--- config.mk ---
export PLATFORM = sky130hd
export DESIGN_NAME = stim_pattern_gen
export DESIGN_NICKNAME = d
export VERILOG_FILES = /design/src/rtl/stim_pattern_gen.sv
export SDC_FILE = /design/constraint.sdc
export NUM_CORES = 1
export LEC_CHECK = 0
export CORE_ASPECT_RATIO = 0.8
export CORE_MARGIN = 2
export CORE_UTILIZATION = 57
export CTS_CLUSTER_SIZE = 20
export DETAILED_ROUTE_END_ITERATION = 8
export GPL_TIMING_DRIVEN = 0
export PLACE_DENSITY = 0.88
export SYNTH_ARGS = -nofsm -noshare
export SYNTH_HDL_FRONTEND = slang
export SYNTH_SLANG_ARGS = --single-unit
--- constraint.sdc ---
create_clock -name clk_i -period 7.8 [get_ports clk_i]
set_input_delay 2.34 -clock clk_i [delete_from_list [all_inputs] [get_ports clk_i]]
set_output_delay 2.34 -clock clk_i [all_outputs]
set_load 0.01 [all_outputs]
--- src/rtl/stim_pattern_gen.sv ---
// -----------------------------------------------------------------------------
// stim_pattern_gen
//   Stimulus generator for ISCAS combinational netlists. It issues a programmed
//   number of WIDTH-bit vectors through a valid/ready handshake. The vector
//   patterns are hold, staggered toggle, LFSR and walking-one. After each
//   accepted vector it can insert a programmable number of idle cycles.
//
//   Optional feature: define STIM_SIG_EN to build a 32-bit MISR that compacts
//   the DUT response on every acceptance. Without the macro, resp_i is ignored
//   and signature_o is tied to zero.
//
// Ports
//   clk_i        rising-edge clock
//   reset_ni     synchronous active-low reset
//   mode_i       0 HOLD, 1 STAGGER, 2 LFSR, 3 WALK1 (sampled on start)
//   num_vec_i    number of vectors to issue, 0 = run until stop (sampled on start)
//   gap_i        idle cycles after each accepted vector (sampled on start)
//   start_i      one-cycle start pulse, honoured only when idle
//   stop_i       abort, honoured while running or in a gap
//   vec_o        current stimulus vector
//   vec_valid_o  vec_o holds a vector that has not been accepted yet
//   vec_ready_i  consumer accepts vec_o when vec_valid_o & vec_ready_i
//   vec_idx_o    0-based index of the vector on vec_o
//   busy_o       high while running or in a gap
//   done_o       one-cycle pulse after the last vector is accepted
//   resp_i       DUT response (MISR input, STIM_SIG_EN only)
//   signature_o  MISR signature
// -----------------------------------------------------------------------------
module stim_pattern_gen #(
   parameter int unsigned WIDTH = 41,
   parameter int unsigned CNT_W = 16,
   parameter logic [31:0] SEED  = 32'h0000_0001
) (
   input  logic             clk_i,
   input  logic             reset_ni,
   input  logic [1:0]       mode_i,
   input  logic [CNT_W-1:0] num_vec_i,
   input  logic [CNT_W-1:0] gap_i,
   input  logic             start_i,
   input  logic             stop_i,
   output logic [WIDTH-1:0] vec_o,
   output logic             vec_valid_o,
   input  logic             vec_ready_i,
   output logic [CNT_W-1:0] vec_idx_o,
   output logic             busy_o,
   output logic             done_o,
   input  logic [WIDTH-1:0] resp_i,
   output logic [31:0]      signature_o
);

   localparam logic [31:0] MASK     = 32'h8020_0003;
   localparam logic [31:0] SEED_EFF = (SEED == 32'h0) ? 32'h1 : SEED;
   localparam int unsigned PW       = (WIDTH > 1) ? $clog2(WIDTH) : 1;

   typedef enum logic [1:0] {S_IDLE, S_RUN, S_GAP, S_DONE} state_t;

   state_t           state_q, state_d;
   logic [1:0]       mode_q, mode_d;
   logic [CNT_W-1:0] num_q, num_d, gap_q, gap_d, gcnt_q, gcnt_d, idx_q, idx_d;
   logic [PW-1:0]    pos_q, pos_d;
   logic [WIDTH-1:0] vec_q, vec_d;
   logic [31:0]      lfsr_q, lfsr_d, lfsr_nxt;

   logic             start_ok, acc, last;
   logic [WIDTH-1:0] lfsr_vec, seed_vec, walk_vec, stag_vec, next_vec, vec0;

   assign start_ok = (state_q == S_IDLE) && start_i;
   assign acc      = (state_q == S_RUN) && vec_ready_i;
   assign last     = (num_q != '0) && (idx_q == num_q - CNT_W'(1));
   // Galois step, left-shifting so a seed of 1 steps to 2.
   assign lfsr_nxt = {lfsr_q[30:0], 1'b0} ^ (lfsr_q[31] ? MASK : 32'h0);

   // Candidate patterns. The walk is a rotate, and the stagger flips the bit
   // pointed to by pos_q, which tracks the index mod WIDTH without a divider.
   always_comb begin : patterns
      lfsr_vec = '0;
      seed_vec = '0;
      walk_vec = '0;
      for (int i = 0; i < int'(WIDTH); i++) begin
         lfsr_vec[i] = lfsr_nxt[i % 32];
         seed_vec[i] = SEED_EFF[i % 32];
         walk_vec[i] = vec_q[(i + int'(WIDTH) - 1) % int'(WIDTH)];
      end
      stag_vec        = vec_q;
      stag_vec[pos_q] = ~vec_q[pos_q];
      case (mode_q)
         2'd1:    next_vec = stag_vec;
         2'd2:    next_vec = lfsr_vec;
         2'd3:    next_vec = walk_vec;
         default: next_vec = '0;
      endcase
      case (mode_i)
         2'd2:    vec0 = seed_vec;
         2'd3:    vec0 = WIDTH'(1);
         default: vec0 = '0;
      endcase
   end

   always_comb begin : datapath
      mode_d = mode_q;
      num_d  = num_q;
      gap_d  = gap_q;
      gcnt_d = gcnt_q;
      idx_d  = idx_q;
      pos_d  = pos_q;
      vec_d  = vec_q;
      lfsr_d = lfsr_q;
      if (start_ok) begin
         mode_d = mode_i;
         num_d  = num_vec_i;
         gap_d  = gap_i;
         idx_d  = '0;
         pos_d  = '0;
         lfsr_d = SEED_EFF;
         vec_d  = vec0;
      end else if (acc) begin
         gcnt_d = gap_q;
         // The last vector stays on the outputs after completion.
         if (!last) begin
            idx_d  = idx_q + CNT_W'(1);
            pos_d  = (pos_q == PW'(WIDTH - 1)) ? '0 : pos_q + PW'(1);
            lfsr_d = lfsr_nxt;
            vec_d  = next_vec;
         end
      end else if (state_q == S_GAP) begin
         gcnt_d = gcnt_q - CNT_W'(1);
      end
   end

   // FSM: state register
   always_ff @(posedge clk_i) begin
      if (!reset_ni) state_q <= S_IDLE;
      else           state_q <= state_d;
   end

   // FSM: next state
   always_comb begin : next_state
      state_d = state_q;
      case (state_q)
         S_IDLE: if (start_i) state_d = S_RUN;
         S_RUN: begin
            if (stop_i)      state_d = S_IDLE;
            else if (acc) begin
               if (last)                state_d = S_DONE;
               else if (gap_q != '0)    state_d = S_GAP;
            end
         end
         S_GAP: begin
            if (stop_i)                     state_d = S_IDLE;
            else if (gcnt_q == CNT_W'(1))   state_d = S_RUN;
         end
         default: state_d = S_IDLE;
      endcase
   end

   // FSM: outputs
   always_comb begin : fsm_out
      vec_valid_o = 1'b0;
      busy_o      = 1'b0;
      done_o      = 1'b0;
      case (state_q)
         S_RUN:   begin vec_valid_o = 1'b1; busy_o = 1'b1; end
         S_GAP:   busy_o = 1'b1;
         S_DONE:  done_o = 1'b1;
         default: ;
      endcase
   end

   always_ff @(posedge clk_i) begin
      if (!reset_ni) begin
         mode_q <= '0;
         num_q  <= '0;
         gap_q  <= '0;
         gcnt_q <= '0;
         idx_q  <= '0;
         pos_q  <= '0;
         vec_q  <= '0;
         lfsr_q <= SEED_EFF;
      end else begin
         mode_q <= mode_d;
         num_q  <= num_d;
         gap_q  <= gap_d;
         gcnt_q <= gcnt_d;
         idx_q  <= idx_d;
         pos_q  <= pos_d;
         vec_q  <= vec_d;
         lfsr_q <= lfsr_d;
      end
   end

   assign vec_o     = vec_q;
   assign vec_idx_o = idx_q;

`ifdef STIM_SIG_EN
   logic [31:0] sig_q, sig_d, fold;

   // Fold the response into 32 bits by XOR of zero-padded 32-bit slices.
   always_comb begin : misr
      fold = '0;
      for (int i = 0; i < int'(WIDTH); i++) fold[i % 32] = fold[i % 32] ^ resp_i[i];
      sig_d = sig_q;
      if (start_ok)  sig_d = '0;
      else if (acc)  sig_d = {sig_q[30:0], 1'b0} ^ (sig_q[31] ? MASK : 32'h0) ^ fold;
   end

   always_ff @(posedge clk_i) begin
      if (!reset_ni) sig_q <= '0;
      else           sig_q <= sig_d;
   end

   assign signature_o = sig_q;
`else
   logic unused_resp;
   assign unused_resp = ^resp_i;
   assign signature_o = '0;
`endif

endmodule

* Yosys cells after proc, flatten, opt, wreduce, memory -nomap -nowiden
Index checks and enable logic that the tools add are counted. Widths: inputs -> output; s select.
Word-level totals: word-level logic and storage cells 76, output and inout port bits 92, input port bits 80, bits in registers 147
Cells by class: bitwise operators 5, order comparisons 2, muxes and demuxes 25, add/subtract/negate cells 4, equal/unequal tests 16, reduce and logical (&&, ||, !) cells 15
Operators with widths (number):
- $mux 41 | 3
- $pmux 41 s3 | 1
- $pmux 33 s2 | 1
- $bwmux 41 | 1
- $mux 16 | 2
- $mux 32 | 1
- $reduce_bool 16->1 | 2
- $sub 16x1->16 const B | 2
- $xor 32x32->32 | 1
- $add 16x1->16 const B | 1
- $eq 16x1->1 const B | 1
- $eq 16x16->1 | 1
- $mux 2 | 7
- $eq 2x2->1 const B | 6
- $lt 6x7->1 const B | 1
- $add 6x1->6 const B | 1
- $bmux 1 s6 | 1
- $demux 1 s6 | 1
- $eq 6x6->1 const B | 1
- $ge 6x1->1 const B | 1
- $mux 6 | 1
- $pmux 2 s3 | 1
- $reduce_and 2->1 | 3
- $mux 1 | 5
- 11 further kinds | 21

* Depth between registers and ports, before layout
Gate-level depths: netlist (run 1).
depth in word-level cells 9, depth in mapped cells 13

* Worst setup path before layout (run 1)
OpenSTA, ideal clock, no wires.
path kind input-to-reg, start input port vec_ready_i, end register gcnt_q[12], library setup time 0.128 ns, data required time 7.672 ns, slack 4.191 ns, cell stages on the path 8, arrival 3.482 ns, path buffers 2, cell sequence and2_1 -> clkbuf_1 -> nor2_1 -> nor2_1 -> clkbuf_1 -> o21ai_0 -> a22oi_1 -> nor2_1
Between the ends: cells in the longest elaborated chain, start to end 3
Ends and longest elaborated chain:
- start, declared | line 43 | input logic vec_ready_i,
- $logic_and 1x1->1 (*) | line 68 | assign acc = (state_q == S_RUN) && vec_ready_i;
- $reduce_bool 2->1 (no line)
- $reduce_and 2->1 (no line)
- end signal, assigned | line 183 | gcnt_q <= gcnt_d;
- end, declared | line 59 | logic [CNT_W-1:0] num_q, num_d, gap_q, gap_d, gcnt_q, gcnt_d, idx_q, idx_d;
Mark *: on every way between the ends. The rest lies on a longest branch, timed or not. A chain may end at the register's enable or synchronous reset.

* Worst setup path after layout (run 1)
start input port start_i, end register lfsr_q[2]
Between the ends: cells in the longest elaborated chain, start to end 2
Ends and longest elaborated chain:
- start, declared | line 39 | input logic start_i,
- $logic_and 1x1->1 | line 67 | assign start_ok = (state_q == S_IDLE) && start_i;
- $reduce_or 2->1 (no line)
- end signal, assigned | line 187 | lfsr_q <= lfsr_d;
- end, declared | line 62 | logic [31:0] lfsr_q, lfsr_d, lfsr_nxt;
Every way passes these cells.

==> impl_metrics.yaml, run 1 <==
status:
  outcome: "finished clean"
setup_path:
  cp_data_required_time_ns: 8.10
  crit_path_top_delay_cell: "clkbuf_1"
  max_stage_delay_ns: 0.56
  worstPathCellList: "clkdlybuf4s50_1 -> nand2_1 -> nand2_1 -> clkbuf_1 -> clkbuf_1 -> nor2_1"
  timing.setup.critical_path_class: "input port to register"
  data_arrival_time_of_the_critical_path_ns: 4.65
  critical_path.startpoint_type: "input port"
  worst_setup_path_end_kind: "register"
  worst-path-max-fanout: 10
timing:
  final-hold-violation-count: 0
  slew_headroom_pct: 45.0
  clock_skew_ns: 0.0114
  worst_pin_slew_ns: 0.819
  fin_crit_sh_pct: 55.8
  setup_viol_count_final: 0
  final.setup.tns_ns: 0
  finalMaxSlewViolations: 0
  unrepaired_setup_endpoints_after_global_routing: "false"
  timing.hold.ws_ns: 0.480
  layout_min_cycle_time_ns: 4.35
  fmax_mhz: 230
global_routing:
  maximum_number_of_pins_on_one_net_before_global_route_repair: 17
  grt_usage_pct: 35.5
  grt_antenna_before_repair: 0
  global_route.overflow_total: 0
  vias_in_the_first_global_route: 8683
  grt_first_pass_wirelength_um: 46400
yosys:
  ys_ff_latch: 147
  synth_largest_type_area_fraction_pct: 32.8
  postSynthAreaPerCell_um2: 7.97
  synth-seq-area-share_pct: 32.8
  synth-main-ff-cell: "dfxtp_1"
  post_synth_inst_count: 1125
  synth_edf_count: 0
  mappedNetlistArea_um2: 8970
  ys_top_cells_by_area: "dfxtp_1 33%, nand2_1 6.0%, o31ai_1 5.9%, a21oi_1 5.7%, mux2i_1 5.2%"
  ys.warnings.count: 0
  ys_async_sr_fraction_pct: 0
  synth.lib_cells_used.distinct: 68
  yosysTopAreaCell: "dfxtp_1"
clock_tree:
  tritoncts_clock_tree: "yes"
  cts_setup_buffers: 0
  insertion_delay_ns: 0.45
  clkSlewWorstSetupHoldPaths_ns: 0.07
  clock-sinks: 147
  cts-resized-gates: 0
  maximum_level_of_the_cts_h_tree: 4
  post_cts_hold_buffer_count: 0
  cell_at_the_root_of_the_clock_tree: "clkbuf_16"
  clk_path_buf_depth: 2
  cts_made_buffers: 17
hold_path:
  min-delay-path-class: "register to register"
flow_run:
  max-cap-violations: 0
drt:
  drt-pass1-iter-count: 6
  via_per_inst: 6.30
  wl_per_cell_um: 19.4
  detail_route.wirelength_um: 29000
  vias: 9415
  detail_route.iter0.violations: 1505
  drt_drc_violations_left: 0
  drt.antenna.violating_nets: 0
power_and_ir_drop:
  vdd.ir_drop.worst_v: 0.000176
  power.density_cell_area_nw_per_um2: 233
  power.leakage_nw: 3.87
die:
  die_height_um: 116
  die_x_um: 144
  number_of_rows_created_at_floorplan: 40
  fp.dieArea_um2: 16800
  initial_utilization_pct: 58.9
  pin_count: 172
  core_um2: 15200
placed_design:
  finalWeightedCongestion: 0.986
  detailedPlacementHpwl_um: 20600
  buffer_ports.inserted: 97
final_layout:
  layout-drive-gt1-share_pct: 9.65
  insertedDiodeCount: 0
  most-common-layout-cells: "147 x dfxtp_1, 144 x nand2_1, 103 x a21oi_1, 97 x clkdlybuf4s50_1, 86 x nor2_1"
  final.fill_count: 1258
  number_of_nets_in_the_layout: 1362
  most_common_cell_after_layout_fill_and_taps_aside: "dfxtp_1"
  syn_to_final_growth_pct: 21.4
cell families (layout without fill, tap and decap cells):
kind of cell,after synthesis,in the layout,share of synthesized area [%]
other,1,32,0.0418
AND/OR/NAND/NOR,382,382,21.3
multiplexers,78,78,9.39
flip-flops,147,147,32.8
AO/OA/AOI/OAI,331,331,24.3
adder cells (fa/ha/maj),10,10,1.40
XOR/XNOR,26,26,2.54
buffers and inverters,150,279,8.20
report_power, final:
| part | internal [mW] | switching (mW) | total (mW) |
|---|---|---|---|
| combinational | 0.296 | 0.560 | 0.856 |
| sequential | 0.803 | 0.0548 | 0.858 |
| clock | 0.450 | 0.370 | 0.820 |
cells in the mapped netlist, drive strengths merged, types with 16 or more instances:
| master | count |
|---|---|
| o31ai | 71 |
| buf | 58 |
| mux2i | 47 |
| nand4b | 34 |
| nand3 | 20 |
| o211ai | 43 |
| a21oi | 104 |
| o21ai | 40 |
| nor2 | 87 |
| nand2 | 144 |
| xnor2 | 16 |
| inv | 18 |
| dfxtp | 147 |
| clkbuf | 73 |
| mux2 | 29 |
flip-flops by register name (all words and copies together) (netlist names):
name / flops
gap_q: 16
gcnt_q: 16
lfsr_q: 32
mode_q: 2
num_q: 16
pos_q: 6
state_q: 2
vec_idx_o: 16
vec_o: 41
critical path, delay by kind of cell:
family	cells	cell delay, ns
buffers and inverters	3	1.56
and+or+nand+nor	3	0.75
per-stage QoR:
step	setup slack, ns	area [um2]	power [mW]	utilization, %	cells
4_1_cts	3.55	10900	2.49	71.6	1495
3_3_place_gp	3.14	10300	1.67	67.8	1463
3_5_place_dp	3.11	10300	1.69	67.8	1463
6_report	3.45	10900	2.53	71.6	1495
5_1_grt	3.28	10900	2.64	71.6	1495
2_1_floorplan	4.19	9080	1.46	-	1156
routing by layer:
layer / vias up / part of all wire (%) / track usage [%]
li1: 4358 / - / -
met1: 4419 / 44 / 50.6
met2: 573 / 43 / 53.0
met3: 65 / 11 / 8.61
met4: 0 / 2.4 / 11.7
met5: - / 0 / 0
final cells by class:
type	instances	area (um2)	area share, %
inverter	19	71.3	0.655
clock inverter	14	143	1.31
tap	210	263	2.41
clock buffer	18	429	3.94
sequential	147	2940	27.0
buffer	131	664	6.10
timing repair buffer	97	971	8.92
multi-input combinational	859	5410	49.6
worst paths after layout:
kind | from | end | slack, ns | depth (start not counted)
worst max-delay path | start_i | lfsr_q[2] | 3.45 | 6
worst min-delay path | gap_q[3] | gap_q[3] | 0.48 | 2
worst max register to register | pos_q[2] | vec_o[7] | 4.04 | 12
worst min register to register | gap_q[3] | gap_q[3] | 0.48 | 2
(Power assumes the default switching activity.)
==> run 2: changes to the inputs <==
--- a/config.mk
+++ b/config.mk
@@ -7,11 +7,11 @@
 export LEC_CHECK = 0
 export CORE_ASPECT_RATIO = 0.8
 export CORE_MARGIN = 2
-export CORE_UTILIZATION = 57
+export CORE_UTILIZATION = 48
 export CTS_CLUSTER_SIZE = 20
 export DETAILED_ROUTE_END_ITERATION = 8
 export GPL_TIMING_DRIVEN = 0
-export PLACE_DENSITY = 0.88
+export PLACE_DENSITY = 0.79
 export SYNTH_ARGS = -nofsm -noshare
 export SYNTH_HDL_FRONTEND = slang
 export SYNTH_SLANG_ARGS = --single-unit
==> constraint.sdc (replaced) <==
create_clock -name clk_i -period 3.85 [get_ports clk_i]
set_input_delay 1.155 -clock clk_i [delete_from_list [all_inputs] [get_ports clk_i]]
set_output_delay 1.155 -clock clk_i [all_outputs]
set_load 0.01 [all_outputs]
==> run 2 against run 1 <==
Clock power up 100%. Non-clock buffer count up 3. The flow now finishes with violations (DRC). Core utilization decreased by 11 points. Setup slack lost 3.2 ns.
==> impl_metrics.yaml, run 2 (same netlist as run 1, synthesis figures left out) <==
final_layout:
  most_common_cell_after_layout_fill_and_taps_aside: "dfxtp_1"
  insertedDiodeCount: 0
  largest_register_ffs: 41
  number_of_nets_in_the_layout: 1365
  layout-drive-gt1-share_pct: 9.86
  seqCellArea_um2: 2940
  final_cell_area_um2: 11000
  multi_input_comb_area_um2: 5410
  final.fill_count: 1611
  most-common-layout-cells: "147 x dfxtp_1, 144 x nand2_1, 103 x a21oi_1, 97 x clkdlybuf4s50_1, 86 x nor2_1"
  syn_to_final_growth_pct: 22.5
global_routing:
  global_route.overflow_total: 0
  grt_antenna_before_repair: 0
  vias_in_the_first_global_route: 8477
  maximum_number_of_pins_on_one_net_before_global_route_repair: 17
  grt_usage_pct: 29.0
  grt_first_pass_wirelength_um: 45500
timing:
  final-hold-violation-count: 0
  fin_crit_sh_pct: 94.9
  worst_pin_slew_ns: 0.789
  clock_skew_ns: 0.0120
  layout_min_cycle_time_ns: 3.65
  setup_viol_count_final: 0
  slew_headroom_pct: 47.0
  fmax_mhz: 274
  unrepaired_setup_endpoints_after_global_routing: "false"
  final.setup.tns_ns: 0
  finalMaxSlewViolations: 0
placed_design:
  dpl-instance-area_um2: 10400
  buffer_ports.inserted: 97
  detailedPlacementHpwl_um: 20800
  finalWeightedCongestion: 1.02
drt:
  detail_route.wirelength_um: 28800
  via_per_inst: 6.07
  drt.antenna.violating_nets: 0
  drt-pass1-iter-count: 8
  detail_route.iter0.violations: 1290
  vias: 9360
  wl_per_cell_um: 18.7
  drt_drc_violations_left: 2
status:
  violations_in_the_final_reports: "DRC"
  outcome: "finished, violations left"
setup_path:
  cp_data_required_time_ns: 4.16
  critical_path.top_delay_family: "compound AO/OA/AOI/OAI gates"
  max_stage_delay_ns: 0.61
  regToRegSetupSlack_ns: 0.20
  critical_path.startpoint_type: "register"
  worstPathBufferInverterCount: 5
  worstPathCellList: "clkbuf_1 -> or4_1 -> buf_2 -> or3_1 -> a21oi_1 -> or4b_1 -> nor4_4 -> buf_4 -> buf_4 -> a211oi_1 -> buf_2 -> a31oi_1 -> a41o_1"
  worst_setup_path_end_kind: "register"
  crit_path_top_delay_cell: "a211oi_1"
  data_arrival_time_of_the_critical_path_ns: 3.97
  timing.setup.critical_path_class: "register to register"
  worst-path-max-fanout: 10
die:
  initial_utilization_pct: 49.2
  die_x_um: 157
  core_um2: 18200
  fp.dieArea_um2: 19800
  pin_count: 172
  number_of_rows_created_at_floorplan: 44
  die_height_um: 126
clock_tree:
  tritoncts_clock_tree: "yes"
  insertion_delay_ns: 0.43
  clk_path_buf_depth: 2
  cts_made_buffers: 17
  clkSlewWorstSetupHoldPaths_ns: 0.06
  clock-sinks: 147
  cell_at_the_root_of_the_clock_tree: "clkbuf_16"
  maximum_level_of_the_cts_h_tree: 4
power_and_ir_drop:
  power.density_cell_area_nw_per_um2: 468
  vdd.ir_drop.worst_v: 0.000290
  power.leakage_nw: 3.88
flow_run:
  max-cap-violations: 0
hold_path:
  min-delay-path-class: "register to register"
==> run 2: cell count changes in the layout (fill, tap and decap cells not counted), sizes merged <==
cell / before / now
clkbuf: 91 / 94
bufinv: 1 / 2
inv: 27 / 20
buf: 58 / 61
clkinvlp: 2 / 6
clkinv: 3 / 2
==> run 2: stage by stage <==
step / util [%] / instances / setup slack, ns / hold WS, ns / power [mW]
finish: 60.3 / 1541 / 0.198 / 0.480 / 5.14
floorplan: - / 1156 / 0.877 / 0.445 / 2.95
CTS: 60.1 / 1538 / 0.279 / 0.480 / 5.09
global route: 60.3 / 1541 / 0.0742 / 0.503 / 5.38
global placement: 56.9 / 1506 / 0.360 / 0.463 / 3.39
detailed placement: 56.9 / 1506 / 0.316 / 0.470 / 3.42
==> run 2: layout make-up <==
type | count | share of cell area, %
plain buffers | 131 | 6.06
clock buffers | 21 | 4.19
clock inverters | 11 | 1.16
inverters | 19 | 0.649
multi-input cells | 859 | 49.2
flip-flops and latches | 147 | 26.8
well taps | 253 | 2.88
repair buffers | 100 | 9.04
==> run 2: repair_timing <==
item / 4_1_cts / 5_1_grt
gates resized for setup: 0 / 2
setup buffers: 0 / 3
hold buffers: 0 / 0
endpoints found under the setup margin: 0 / 28
==> run 2: path summary, 6_finish.rpt <==
check,from,to,depth (start not counted)
max,num_q[3],vec_idx_o[12],13
min reg2reg,gap_q[7],gap_q[7],2
max reg2reg,num_q[3],vec_idx_o[12],13
min,gap_q[7],gap_q[7],2
==> run 2: power breakdown <==
group	leakage [nW]	switching, mW	internal [mW]
registers	1.19	0.108	1.63
clock network	0.268	0.690	0.991
logic	2.42	1.12	0.599
==> run 2: tightest hold or removal path: stages, from the launching register on <==
cell	delay, ns
dfxtp_1	0.32
nand2_1	0.06
a21oi_1	0.05
==> run 2: routing by layer <==
metal  global-route usage, %  vias to the layer above  routed length (um)
met5                       0                        -                   0
met4                    11.4                        0                 891
met3                    7.26                       85                3300
met2                    41.0                      558               12000
met1                    41.9                     4361               12500
li1                        -                     4356                   -
==> run 3: changes to the inputs <==
==> config.mk (replaced) <==
export PLATFORM = sky130hd
export DESIGN_NAME = stim_pattern_gen
export DESIGN_NICKNAME = d
export VERILOG_FILES = /design/src/rtl/stim_pattern_gen.sv
export SDC_FILE = /design/constraint.sdc
export NUM_CORES = 1
export LEC_CHECK = 0
export CORE_ASPECT_RATIO = 1.4
export CORE_MARGIN = 2
export CORE_UTILIZATION = 53
export CTS_CLUSTER_SIZE = 20
export DETAILED_ROUTE_END_ITERATION = 8
export GPL_TIMING_DRIVEN = 0
export PLACE_DENSITY = 0.82
export SYNTH_ARGS = -nofsm -noshare
export SYNTH_HDL_FRONTEND = slang
export SYNTH_SLANG_ARGS = --single-unit
==> constraint.sdc (replaced) <==
create_clock -name clk_i -period 3.64 [get_ports clk_i]
set_input_delay 1.092 -clock clk_i [delete_from_list [all_inputs] [get_ports clk_i]]
set_output_delay 1.092 -clock clk_i [all_outputs]
set_load 0.01 [all_outputs]
==> run 3 against run 2 <==
The run now ends clean. Combinational power grew 6%. Maximum frequency grew 6.2%. Die area shrank 9.1%. Hold slack lost 0.00099 ns. Sequential share of layout area grew 0.15 points. Clock skew is essentially flat. Count of clock-buffer cells in the layout grew 3. Cell area shrank 0.55%. Largest cell class unchanged. Critical path type unchanged. Power grew 5.7%. Largest power group unchanged.
==> impl_metrics.yaml, run 3 (same netlist as run 1, synthesis figures left out) <==
status:
  outcome: "finished clean"
clock_tree:
  cts_made_buffers: 17
  post_cts_hold_buffer_count: 0
  cell_at_the_root_of_the_clock_tree: "clkbuf_16"
  clock-sinks: 147
  clkSlewWorstSetupHoldPaths_ns: 0.06
  maximum_level_of_the_cts_h_tree: 4
  clk_path_buf_depth: 2
  tritoncts_clock_tree: "yes"
  insertion_delay_ns: 0.43
final_layout:
  layout.core_utilization_pct: 65.5
  layout-drive-gt1-share_pct: 9.79
  most_common_cell_after_layout_fill_and_taps_aside: "dfxtp_1"
  final_cell_area_um2: 10900
  most-common-layout-cells: "147 x dfxtp_1, 144 x nand2_1, 103 x a21oi_1, 97 x clkdlybuf4s50_1, 86 x nor2_1"
  seqCellArea_um2: 2940
  number_of_nets_in_the_layout: 1364
  multi_input_comb_area_um2: 5420
  instances_no_fill: 1490
  insertedDiodeCount: 0
  final.fill_count: 1472
  syn_to_final_growth_pct: 21.8
  largest_register_ffs: 41
timing:
  timing.hold.ws_ns: 0.479
  slew_headroom_pct: 45.2
  setup_viol_count_final: 0
  final-hold-violation-count: 0
  fin_crit_sh_pct: 94.4
  worst_pin_slew_ns: 0.817
  layout_min_cycle_time_ns: 3.44
  unrepaired_setup_endpoints_after_global_routing: "false"
  final.setup.tns_ns: 0
  finalMaxSlewViolations: 0
  fmax_mhz: 291
  clock_skew_ns: 0.0122
die:
  number_of_rows_created_at_floorplan: 56
  fp.dieArea_um2: 18000
  die_x_um: 114
  die_height_um: 158
  pin_count: 172
  core_um2: 16700
  initial_utilization_pct: 53.8
drt:
  via_per_inst: 6.32
  detail_route.iter0.violations: 1050
  highest_signal_layer: "met4"
  met1Wirelength_um: 11000
  wl_met2_um: 14400
  drt_drc_violations_left: 0
  drt.antenna.violating_nets: 0
  dr_wl_met3_um: 2360
  drt-pass1-iter-count: 8
  wl_per_cell_um: 19.7
  vias: 9422
  detail_route.wirelength_um: 29300
global_routing:
  grt_antenna_before_repair: 0
  grt_usage_pct: 32.3
  maximum_number_of_pins_on_one_net_before_global_route_repair: 17
  global_route.overflow_total: 0
  vias_in_the_first_global_route: 8975
  grt_first_pass_wirelength_um: 46000
hold_path:
  hold_end: "gap_q[2]"
  min-delay-path-class: "register to register"
  min-delay-start: "gap_q[2]"
  whs_path_depth: 2
placed_design:
  dpl-instance-area_um2: 10300
  buffer_ports.inserted: 97
  detailedPlacementHpwl_um: 20800
  place_inst: 1456
  finalWeightedCongestion: 0.986
setup_path:
  reg2reg_to: "vec_o[7]"
  data_arrival_time_of_the_critical_path_ns: 3.73
  worst_setup_path_end_kind: "register"
  timing.setup.critical_path_class: "register to register"
  critical_path.startpoint_type: "register"
  r2r.worst_path.cells: 12
  worst-path-max-fanout: 10
  regToRegSetupSlack_ns: 0.20
  critPathLaunch: "pos_q[1]"
  worstReg2RegStart: "pos_q[1]"
  cp_data_required_time_ns: 3.93
flow_run:
  max-cap-violations: 0
power_and_ir_drop:
  power.density_cell_area_nw_per_um2: 497
  power.leakage_nw: 3.90
  vdd.ir_drop.worst_v: 0.000386
-- run 3: changes by cell type in the layout (fill, tap and decap cells not counted), sizes merged --
cell      change
clkbuf        +3
clkinvlp      -5
buf           -1
inv           -1
clkinv        +3
-- run 3: per-layer routing --
metal,global-route usage (%),vias up
li1,-,4355
met1,36.2,4400
met4,17.9,0
met5,0,-
met3,6.70,136
met2,56.9,531
-- run 3: per-stage QoR --
stage / power, mW / worst slack, ns
5_1_grt: 5.67 / 0.00616
3_5_place_dp: 3.63 / 0.0863
6_report: 5.43 / 0.203
4_1_cts: 5.37 / 0.0691
3_3_place_gp: 3.59 / 0.141
2_1_floorplan: 3.12 / 0.667
-- run 3: power breakdown --
part / internal [mW] / switching, mW
Sequential: 1.72 / 0.120
Combinational: 0.636 / 1.19
Clock: 1.06 / 0.697
Total: 3.42 / 2.01
-- run 3: area by class of cell --
class	instances	area share, %
Multi-Input combinational cell	859	49.6
Buffer	130	6.06
Sequential cell	147	26.9
Timing Repair Buffer	100	9.09
Inverter	19	0.653
Tap cell	203	2.33
Clock inverter	8	0.916
Clock buffer	24	4.41
-- run 3: critical path, cell delays in order (launching register included) --
cell,delay [ns]
dfxtp_1,0.47
buf_1,0.51
clkbuf_1,0.39
nand3_1,0.12
o21ai_0,0.09
a22oi_1,0.08
a21oi_1,0.19
nand4bb_1,0.14
clkbuf_1,0.23
clkbuf_1,0.53
o311ai_0,0.19
a22oi_1,0.25
o31ai_1,0.09
-- run 3: how the worst max path moves through the flow --
| stage | end | cells past startpoint | slack, ns |
|---|---|---|---|
| 3_5_place_dp | vec_o[36] | 11 | 0.09 |
| 6_report | vec_o[7] | 12 | 0.20 |
| 3_3_place_gp | vec_o[35] | 9 | 0.14 |
| 5_1_grt | vec_o[7] | 12 | 0.006 |
| 4_1_cts | vec_o[36] | 11 | 0.07 |
| 2_1_floorplan | vec_o[32] | 12 | 0.67 |
-- run 3: repair_timing --
action                     CTS  global route
gates resized for setup      0             3
setup endpoints to repair    0            47
buffers inserted             0             3
==> RTL change, RTL diff (config.mk and constraints of run 3) <==
Set the parameter `WIDTH` to 82 (it was 41).
--- a/src/rtl/stim_pattern_gen.sv
+++ b/src/rtl/stim_pattern_gen.sv
@@ -27,7 +27,7 @@
 //   signature_o  MISR signature
 // -----------------------------------------------------------------------------
 module stim_pattern_gen #(
-   parameter int unsigned WIDTH = 41,
+   parameter int unsigned WIDTH = 82,
    parameter int unsigned CNT_W = 16,
    parameter logic [31:0] SEED  = 32'h0000_0001
 ) (
Ports: changed (resized resp_i and vec_o); port bits go from 172 to 254. No check against the original RTL was run, so the function may have changed too.
==> RTL change against run 3 <==
- cell area increased by 29%
- final cell count is 31% higher
- clock skew increased by 0.98 ps
- critical path depth down 2
- wire length is 49% higher
- die area grew 28%
- sequential cell count grew 42
- non-clock buffer count rose by 66
- area after synthesis increased by 29%
- worst setup slack lost 170 ps
- utilization grew 0.65 points
- worst hold slack got worse by 3.3 ps
- global-route usage increased by 5.4 points
- total power up 13%
- largest cell class unchanged
==> RTL change: results (changes against run 3) <==
* filler instances: 1901, +29%
* maximum clock skew at final layout: 13.2 ps, +0.980 ps
* final routed wire length divided by cell count: 22.4 µm, +14%
* number of flip-flops under the largest register name: 82, +100%
* Synth Area per Inst: 7.76 µm², -2.7%
* count of placed standard cells including taps: 1918, +32%
* via-per-instance ratio: 6.44, +1.9%
* Detailed Route Iter0 Violations: 1342, +28%
* global placement routability congestion: 1.05, +6.2%
* clock-pin slew of the registers on the worst-case setup and hold paths: 80 ps, +20 ps
* net count reported at finish: 1810, +33%
* largest cells by area after synthesis: dfxtp_1 (33%), nand2_1 (10%), a22o_1 (5.5%)
* beginning of the worst register-to-register path: pos_q[1]
* transition time at the pin with the least slew margin: 1130 ps, +318 ps
* clock latency reported for the late side of the worst-skew pair: 460 ps, +30 ps
* Pre-antenna DRT Iters: 7, -1
* number of port buffers: 138, +42%
* LEAKAGE: 0.00535 µW, +37%
* outcome: finished, final reports clean
* global-route wire length before repair: 66500 µm, +45%
* proportion of synthesized chip area in sequential cells: 32.8%, -0.046 points
* maximum number of pins on one net before global-route repair: 18, +1
* maximum VDD drop: 0.000361 V, -6.3%
* Finished Layout Cells: 1952, +31%
* fraction of layout instances using a drive strength above 1: 9.87%, +0.080 points
* synth unique cells: 74, +8.8%
* half-perimeter wire length of the detailed placement result: 32900 µm, +58%
* post-place setup slack: -600 ps, -686 ps
* global-route usage over all layers: 37.7%, +5.4 points
* Placed Instance Area: 13400 µm², +30%
* number of global-route vias before repair: 12000, +34%
[RTL change: cell count changes in the layout (fill, tap and decap cells not counted), sizes merged, moves of 42 or more]
cell	delta
dfxtp	+42
nand2	+170
o31ai	-56
a22o	+73
a32oi	+65
o21ai	+64
[RTL change: timing repair]
action / CTS / global route
gates resized for setup: 13 / 23
setup endpoints to repair: 66 / 115
buffers inserted: 0 / 2
pin swaps: 0 / 3
[RTL change: final cells by class]
cell class	count	share of cell area (%)
repair buffers	141	9.97
clock buffers	20	3.17
inverters	25	0.666
multi-input cells	1150	50.2
flip-flops and latches	189	26.9
plain buffers	155	5.95
clock inverters	12	0.889
well taps	260	2.31
[RTL change: critical path, stage by stage (launching register included)]
cell	delay [ps]
dfxtp_1	490
buf_6	250
mux4_2	510
mux2_2	310
a22oi_1	210
and4b_1	300
o311ai_1	190
clkbuf_2	290
clkbuf_2	270
o21ai_0	510
a22o_1	200
[RTL change: logic make-up (layout without fill, tap and decap cells)]
group | count (synthesis) | count (layout) | share of synthesized area, %
and+or+nand+nor | 571 | 571 | 22.0
other | 1 | 32 | 0.0325
xor gates and xnor gates | 25 | 25 | 1.90
adders and majority gates | 10 | 10 | 1.08
buffers and inverters | 180 | 353 | 7.76
DFF | 189 | 189 | 32.8
AOI/OAI and AO/OA | 436 | 436 | 26.5
muxes | 76 | 76 | 7.92
[RTL change: metal layers]
metal	vias to the layer above	global-route usage [%]	share of wire [%]
met1	5851	41.1	36
met5	-	0	0
met3	230	6.71	7.9
li1	5722	-	-
met2	773	66.1	49
met4	0	25.9	7.8
[RTL change: per-stage QoR]
step	hold WS [ps]	utilization (%)
after floorplan	441	-
after global placement	460	62.8
after detailed placement	464	62.9
after CTS	476	65.7
after global routing	485	66.2
final	476	66.2
[RTL change: worst paths after layout]
kind / slack (ps) / end / depth (start not counted)
worst max-delay path: 30 / vec_o[15] / 10
worst min-delay path: 480 / gap_q[2] / 2
worst max register to register: 30 / vec_o[15] / 10
worst min register to register: 480 / gap_q[2] / 2
[RTL change: report_power, final]
part / internal, µW / leakage, µW / total, µW / switching [µW]
Clock: 981 / 0.000276 / 1880 / 903
Sequential: 2180 / 0.00153 / 2300 / 122
Combinational: 671 / 0.00355 / 1980 / 1300
